--- config.mk ---
export PLATFORM = sky130hd
export DESIGN_NAME = imem_boot_loader
export DESIGN_NICKNAME = d
export VERILOG_FILES = /design/src/rtl/imem_boot_loader.sv
export SDC_FILE = /design/constraint.sdc
export NUM_CORES = 1
export LEC_CHECK = 0
export BUFFER_PORTS_ARGS = -buffer_cell sky130_fd_sc_hd__buf_2
export CORE_MARGIN = 3
export CORE_UTILIZATION = 61
export CTS_CLUSTER_DIAMETER = 200
export CTS_CLUSTER_SIZE = 14
export DETAILED_ROUTE_END_ITERATION = 8
export PLACE_DENSITY = 0.89
export SLEW_MARGIN = 20
export SYNTH_ARGS = -nofsm -noshare
export SYNTH_HDL_FRONTEND = slang
export SYNTH_SLANG_ARGS = --single-unit
--- constraint.sdc ---
create_clock -name sys_clk -period 8.6 [get_ports sys_clk]
set_input_delay 0 -clock sys_clk [delete_from_list [all_inputs] [get_ports sys_clk]]
set_output_delay 0 -clock sys_clk [all_outputs]
set_load 0.05 [all_outputs]
--- src/rtl/imem_boot_loader.sv ---
// Byte-serial boot loader: holds the CPU in reset, assembles big-endian
// instruction words from a byte stream and writes them into instruction memory.
module imem_boot_loader #(
  parameter int ADDR_W    = 6,
  parameter int MAX_WORDS = 64,
  parameter int TIMEOUT   = 1024
) (
  input  logic              sys_clk,
  input  logic              sys_reset,
  input  logic              load_start,
  input  logic [ADDR_W:0]   load_len,
  input  logic              byte_valid,
  input  logic [7:0]        byte_data,
  output logic              byte_ready,
  output logic              imem_we,
  output logic [ADDR_W-1:0] imem_waddr,
  output logic [31:0]       imem_wdata,
  output logic              cpu_reset,
  output logic              busy,
  output logic              done,
  output logic              err
);

  // state | meaning
  // IDLE  | after reset, core held, waiting for load_start
  // LOAD  | accepting bytes, idle timeout running
  // WRITE | one-cycle instruction memory strobe
  // RUN   | program loaded, core released
  // ERR   | bad length or timeout, core held
  typedef enum logic [2:0] {IDLE, LOAD, WRITE, RUN, ERR} state_t;

  localparam logic [ADDR_W:0] MAX_LEN = (ADDR_W+1)'(MAX_WORDS);
  localparam logic [ADDR_W:0] ONE     = (ADDR_W+1)'(1);
  localparam logic [15:0]     TO_LAST = 16'(TIMEOUT - 1);

  state_t          state, state_n, start_state;
  logic [ADDR_W:0] len_q;
  logic [ADDR_W:0] word_cnt;
  logic [1:0]      byte_cnt;
  logic [23:0]     shift_q;
  logic [15:0]     idle_cnt;
  logic            xfer;

  assign xfer = (state == LOAD) && byte_valid && byte_ready;

  always_comb begin
    start_state = LOAD;
    if (load_len == '0)
      start_state = RUN;
    else if (load_len > MAX_LEN)
      start_state = ERR;
  end

  always_comb begin
    state_n = state;
    case (state)
      IDLE, RUN, ERR: begin
        if (load_start) state_n = start_state;
      end
      LOAD: begin
        if (load_start)
          state_n = start_state;
        else if (xfer && byte_cnt == 2'd3)
          state_n = WRITE;
        else if (!xfer && idle_cnt == TO_LAST)
          state_n = ERR;
      end
      WRITE: begin
        // the strobe is already on the outputs, so a restart only redirects
        if (load_start)
          state_n = start_state;
        else if (word_cnt == len_q - ONE)
          state_n = RUN;
        else
          state_n = LOAD;
      end
      default: state_n = IDLE;
    endcase
  end

  // Outputs are decoded from the next state so they line up with the state register.
  always_ff @(posedge sys_clk or posedge sys_reset) begin
    if (sys_reset) begin
      state      <= IDLE;
      len_q      <= '0;
      word_cnt   <= '0;
      byte_cnt   <= '0;
      shift_q    <= '0;
      idle_cnt   <= '0;
      byte_ready <= 1'b0;
      imem_we    <= 1'b0;
      imem_waddr <= '0;
      imem_wdata <= '0;
      cpu_reset  <= 1'b1;
      busy       <= 1'b0;
      done       <= 1'b0;
      err        <= 1'b0;
    end else begin
      state      <= state_n;
      byte_ready <= (state_n == LOAD);
      imem_we    <= (state_n == WRITE);
      busy       <= (state_n == LOAD) || (state_n == WRITE);
      done       <= (state_n == RUN);
      err        <= (state_n == ERR);
      cpu_reset  <= (state_n != RUN);

      if (load_start && (state == IDLE || state == LOAD || state == WRITE ||
                         state == RUN  || state == ERR)) begin
        len_q    <= load_len;
        word_cnt <= '0;
        byte_cnt <= '0;
        idle_cnt <= '0;
      end else begin
        case (state)
          LOAD: begin
            if (xfer) begin
              shift_q  <= {shift_q[15:0], byte_data};
              byte_cnt <= byte_cnt + 2'd1;
              idle_cnt <= '0;
              if (byte_cnt == 2'd3) begin
                imem_waddr <= word_cnt[ADDR_W-1:0];
                imem_wdata <= {shift_q, byte_data};
              end
            end else begin
              idle_cnt <= idle_cnt + 16'd1;
            end
          end
          WRITE: word_cnt <= word_cnt + ONE;
          default: ;
        endcase
      end
    end
  end

endmodule

## Word-level counts from Yosys, hierarchy flattened

Index checks and enable logic that the tools add are counted.

| storage, ports and cells | value |
|---|---|
| logic and storage cells | 69 |
| input port bits | 19 |
| register bits | 103 |
| output and inout port bits | 44 |

| operators by class | value |
|---|---|
| mux-type cells | 17 |
| equality and inequality tests | 12 |
| bitwise operators | 1 |
| magnitude comparators | 1 |
| add/sub/neg operators | 4 |
| reduce and logical (&&, ||, !) cells | 20 |

Operators with widths:

| operator | number |
|---|---|
| 16-bit two-way mux | 3 |
| 3-bit two-way mux | 7 |
| 16-bit by 1-bit adder with 16-bit output (second input constant) | 1 |
| 16-bit by 10-bit == test with 1-bit output (second input constant) | 1 |
| 7-bit two-way mux | 2 |
| 3-bit by 2-bit == test with 1-bit output (second input constant) | 4 |
| 3-bit case mux with 3 select lines | 1 |
| 2-bit two-way mux | 4 |
| 7-bit by 1-bit adder with 7-bit output (second input constant) | 1 |
| 7-bit == test | 1 |
| 7-bit > comparator (second input constant) | 1 |
| 7-bit zero test | 1 |
| 7-bit by 1-bit subtractor with 7-bit output (second input constant) | 1 |
| 3-bit by 1-bit == test with 1-bit output (second input constant) | 2 |
| 3-bit == test (second input constant) | 2 |
| 2-bit nonzero test | 3 |
| 1-bit logical AND | 5 |
| 1-bit logical OR | 5 |
| 4-bit AND reduction | 1 |
| 3-bit zero test | 1 |
| 3-bit by 2-bit != test with 1-bit output (second input constant) | 1 |
| 3-bit AND reduction | 1 |
| 3-bit OR reduction | 1 |
| 2-bit by 1-bit adder with 2-bit output (second input constant) | 1 |
| other kinds (4) | 4 |

## Logic depth before layout (Yosys ltp)

| depth | value |
|---|---|
| depth after elaboration | 11 |
| mapped depth | 9 |
| depth with buffers taken out | 8 |

## Worst setup path before layout

No wires, ideal clock.

| timing path | value |
|---|---|
| kind | register -> register |
| from | register len_q[0] |
| to | register done |
| slack | 6,646 ps |
| path buffers | 0 |
| cell stages (with the launch flop) | 8 |
| library setup time | 139 ps |
| data arrival time | 1,815 ps |
| period minus slack after synthesis | 1,954 ps |
| required time | 8,461 ps |
| cells stage by stage | dfrtp_1 > inv_1 > ha_1 > xnor3_1 > and4_1 > o31ai_1 > a211o_1 > a211oi_1 |

| on the way | value |
|---|---|
| word-level cells in the longest chain between the ends | 6 |

RTL lines:

| element | line | source |
|---|---|---|
| start, declared | 37 | `logic [ADDR_W:0] len_q;` |
| start signal, assigned | 109 | `len_q <= load_len;` |
| 7-bit by 1-bit subtractor with 7-bit output | 72 | `else if (word_cnt == len_q - ONE)` |
| 7-bit == test | 72 |  |
| 2-bit two-way mux | 72 |  |
| 3-bit two-way mux | 70 | `if (load_start)` |
| 3-bit case mux with 3 select lines | 56 | `case (state)` |
| 3-bit by 2-bit == test with 1-bit output | 103 | `done <= (state_n == RUN);` |
| end signal, assigned | 103 |  |
| end, declared | 20 | `output logic done,` |

No other way between the ends.
A chain may end at the register's enable or synchronous reset.

## Worst setup path after layout

| timing path | value |
|---|---|
| from | register state[2] |
| to | register imem_waddr[0] |

| on the way | value |
|---|---|
| word-level cells in the longest chain between the ends | 8 |
| elaborated cells between the ends (all ways) | 14 |
| those cells by class | eq/ne: 4; bitwise: 1; reduce/logical: 9 |

RTL lines:

| element | line | source |
|---|---|---|
| start, declared | 36 | `state_t state, state_n, start_state;` |
| start signal, assigned | 99 | `state <= state_n;` |
| 3-bit by 1-bit == test with 1-bit output or 3-bit zero test (tied branches) | 44, 107, 114 |  |
| 1-bit logical OR (3 in series) | 107 | `if (load_start && (state == IDLE \|\| state == LOAD \|\| state == WRITE \|\|` |
| 1-bit logical OR | 108 | `state == RUN \|\| state == ERR)) begin` |
| 1-bit logical AND | 107 |  |
| 1-bit NOT (no line) | n/a |  |
| 4-bit AND reduction (no line) (*) | n/a |  |
| end signal, assigned | 121 | `imem_waddr <= word_cnt[ADDR_W-1:0];` |
| end, declared | 16 | `output logic [ADDR_W-1:0] imem_waddr,` |

Every way passes the cells marked *; elsewhere a longest branch is shown, timed or not.

==> parameters.txt <==
Parameter                              Value

Floorplan
  Chip Height    92.5 um
  Horizontal die dimension    92.5 um
  Area of the core    7020 um^2
  Num ports    63
  Effective utilization at floorplan    0.650
  Die ar.    8550 um^2
  Standard-cell rows    30

Clocking
  Count of cells resized by post-cts repair    0
  Cell at the root of the clock tree    sky130_fd_sc_hd__clkbuf_8
  Max Root-Sink Buffers    2
  Clock tree from TritonCTS    done
  Clock insertion delay at the later pin of the skew report    380 ps
  Post-CTS setup buffers    0
  Number of clock buffers inserted by TritonCTS    9
  CTS H-tree depth    3
  Clock tree sinks    103
  Number of hold-repair buffers added at the cts stage    16
  CTS clock-pin slew for the worst setup and hold paths    100 ps

STA
  Setup tns final    0 ps
  Maximum operating frequency    355 MHz
  Final worst path period share    0.327
  Max-slew violation total from the final report    0
  Number of hold violations in the final report    0
  Shortest period the worst path allows    2820 ps
  Setup repair after global routing missed its margin    no
  Final setup violation count    0
  Least-Margin Pin Slew    823 ps
  Post-route clock skew    15.4 ps
  Worst Slack Setup Final    5780 ps
  Slew Limit Headroom    0.451

Final layout
  Nets    471
  Area added between synthesis and finish    16.2%
  Diode insertion count for antenna repair    0
  Commonest cells after routing, fill and taps aside    sky130_fd_sc_hd__dfrtp_1, sky130_fd_sc_hd__mux2_2, sky130_fd_sc_hd__buf_2
  Fill cell total of the finished layout    457
  Most frequent standard cell in the layout excluding fill and tap cells    sky130_fd_sc_hd__dfrtp_1
  Fraction of layout cells with a size suffix above 1    0.340

Critical path
  Maximum single-stage delay on the critical path    610 ps
  Required time at the endpoint of the critical path    8860 ps
  Startpoint kind of the worst setup timing path    flip-flop
  Worst setup path class    flip-flop to flip-flop
  Critical path data arrival time    3080 ps
  Critical path peak fanout    40
  Capturing element type of the critical path    flip-flop
  Worst-path cell chain    nor3b_4 -> nand2_4 -> nor2_8 -> nand2_1 -> inv_2 -> mux2_2
  Critical Path Slowest Stage Cell    sky130_fd_sc_hd__inv_2

Synth
  Unique masters post-synth    53
  Number of instances in the synthesized netlist    369
  Asr flop ratio synth    1.00
  Warning count from the yosys run    0
  Syn Nets    392
  Combined area of all synthesized cells    4560 um^2
  Main synth FF type    sky130_fd_sc_hd__dfrtp_1
  Mean instance size in the synthesized netlist    12.4 um^2
  Number of enable flip-flop cells after synthesis    0
  Sequential area share after synthesis    0.565
  Count of state elements after synthesis    103

Route
  Antenna viol nets, final    0
  Vias per cell    5.65
  WL/cell    16.7 um
  Total vias in the final route    3100
  DRC violation total after the first TritonRoute iteration    256
  First-pass DRT Iterations    4
  Wirelength, routed    9150 um
  DRC violation count after routing    0

Global route
  Overall routing resource usage    0.233
  Global-route wire length before repair    15700 um
  Via count of the first global-routing pass    3228
  Initial antenna violation count    0
  Overflow after GRT    0
  Pin count of the biggest net entering global routing    58

Power and ir drop
  Power share of the combinational group    0.150
  Switching Power    0.310 mW
  Clock group share of total power    0.286
  Leakage power    2.64 nW
  Reg power frac    0.564
  Maximum vdd ir drop    0.000170 V
  Cell Pwr Density    197 nW/um^2
  Net switching fraction of the power    0.296
  Design internal power    0.737 mW

Run
  Number of max-cap violations    0

Placed design
  RD Place Congestion    0.821
  Post-place setup slack    5760 ps
  DP Wirelength    6080 um
  Buffers on Ports    62

Outcome
  Outcome    finished clean

Min path
  Tightest Hold Check Type    primary input to flip-flop
-- sequential cells by signal (all words and copies together), names as in the netlist --
name and count:
imem_waddr 6, byte_ready 1, state 3, imem_we 1
idle_cnt 16, cpu_reset 1, err 1, word_cnt 7
len_q 7, done 1, shift_q 24, imem_wdata 32
busy 1, byte_cnt 2
-- synthesized netlist by cell type, drive strengths merged (3+ instances only) --
library cell / count / area [um^2]
a211oi: 4 / 30.0
nor3: 7 / 40.0
nor4: 5 / 31.3
nor2b: 3 / 18.8
mux2: 62 / 698
buf: 7 / 48.8
nor3b: 3 / 33.8
clkbuf: 4 / 15.0
nand3: 8 / 40.0
or3: 5 / 31.3
nand4: 5 / 31.3
and4: 3 / 26.3
nand2b: 3 / 18.8
nand2: 29 / 116
a21oi: 8 / 43.8
nor2: 29 / 125
o21ai: 14 / 70.1
ha: 4 / 50.1
dfrtp: 102 / 2550
or4: 3 / 26.3
xor2: 8 / 70.1
xnor2: 17 / 149
inv: 11 / 41.3
-- critical path, delay by kind of cell (launching register included) --
family,cells,cell delay [ps]
flops,1,490
mux,1,410
simple gates,4,1140
buf+inv,1,610
-- worst paths after layout --
check                                        start                          to  slack, ps  cells past startpoint
setup reg to reg                state[2]$_DFF_PP0_   imem_waddr[0]$_DFFE_PP0P_       5780                      6
hold / removal                          load_start          state[2]$_DFF_PP0_        160                      3
setup / recovery                state[2]$_DFF_PP0_   imem_waddr[0]$_DFFE_PP0P_       5780                      6
hold reg to reg            shift_q[18]$_DFFE_PP0P_     shift_q[18]$_DFFE_PP0P_        510                      1
min in group asynchronous                sys_reset    idle_cnt[12]$_DFFE_PP0P_        240                      3
max in group asynchronous                sys_reset  imem_wdata[29]$_DFFE_PP0P_       7280                      4
-- final cells by class --
class	count	area [um^2]	area share
clock buffer	10	138	0.0260
clock inverter	6	62.6	0.0118
inverter	11	43.8	0.00826
multi-input combinational	244	1880	0.355
sequential	103	2580	0.487
tap	96	120	0.0227
timing repair buffer	79	478	0.0902
-- power groups by stage --
stage | Sequential, mW | Combinational [mW] | Clock (mW)
6_report | 0.590 | 0.157 | 0.300
5_1_grt | 0.598 | 0.175 | 0.325
4_1_cts | 0.589 | 0.158 | 0.306
3_5_place_dp | 0.598 | 0.152 | 0
3_3_place_gp | 0.593 | 0.142 | 0
2_1_floorplan | 0.591 | 0.111 | 0
-- kinds of logic (layout without fill, tap and decap cells) --
kind of cell | Yosys count | count (layout) | synth area share
compound gates | 40 | 40 | 0.0611
xor+xnor | 26 | 26 | 0.0529
fa+ha+maj | 4 | 4 | 0.0110
buf+inv | 22 | 106 | 0.0230
flops | 103 | 103 | 0.565
mux | 64 | 64 | 0.157
simple gates | 110 | 110 | 0.129
-- per-stage QoR --
stage          total power [mW]  hold slack [ps]  area, um^2  cells   util
5_1_grt                    1.10              164        5300    549  0.755
6_report                   1.05              160        5300    549  0.755
2_1_floorplan             0.702              105        4560    369      -
4_1_cts                    1.05              146        5300    549  0.755
3_3_place_gp              0.735             93.3        4940    517  0.704
3_5_place_dp              0.750              108        4940    517  0.704
-- routing by layer --
metal,GRT usage,share of wire,vias up
met5,0,0,-
met4,0.0557,0.011,0
met3,0.0707,0.059,11
met2,0.402,0.51,86
met1,0.286,0.42,1552
li1,-,-,1451
No activity file was read; power rests on OpenSTA's default activity.
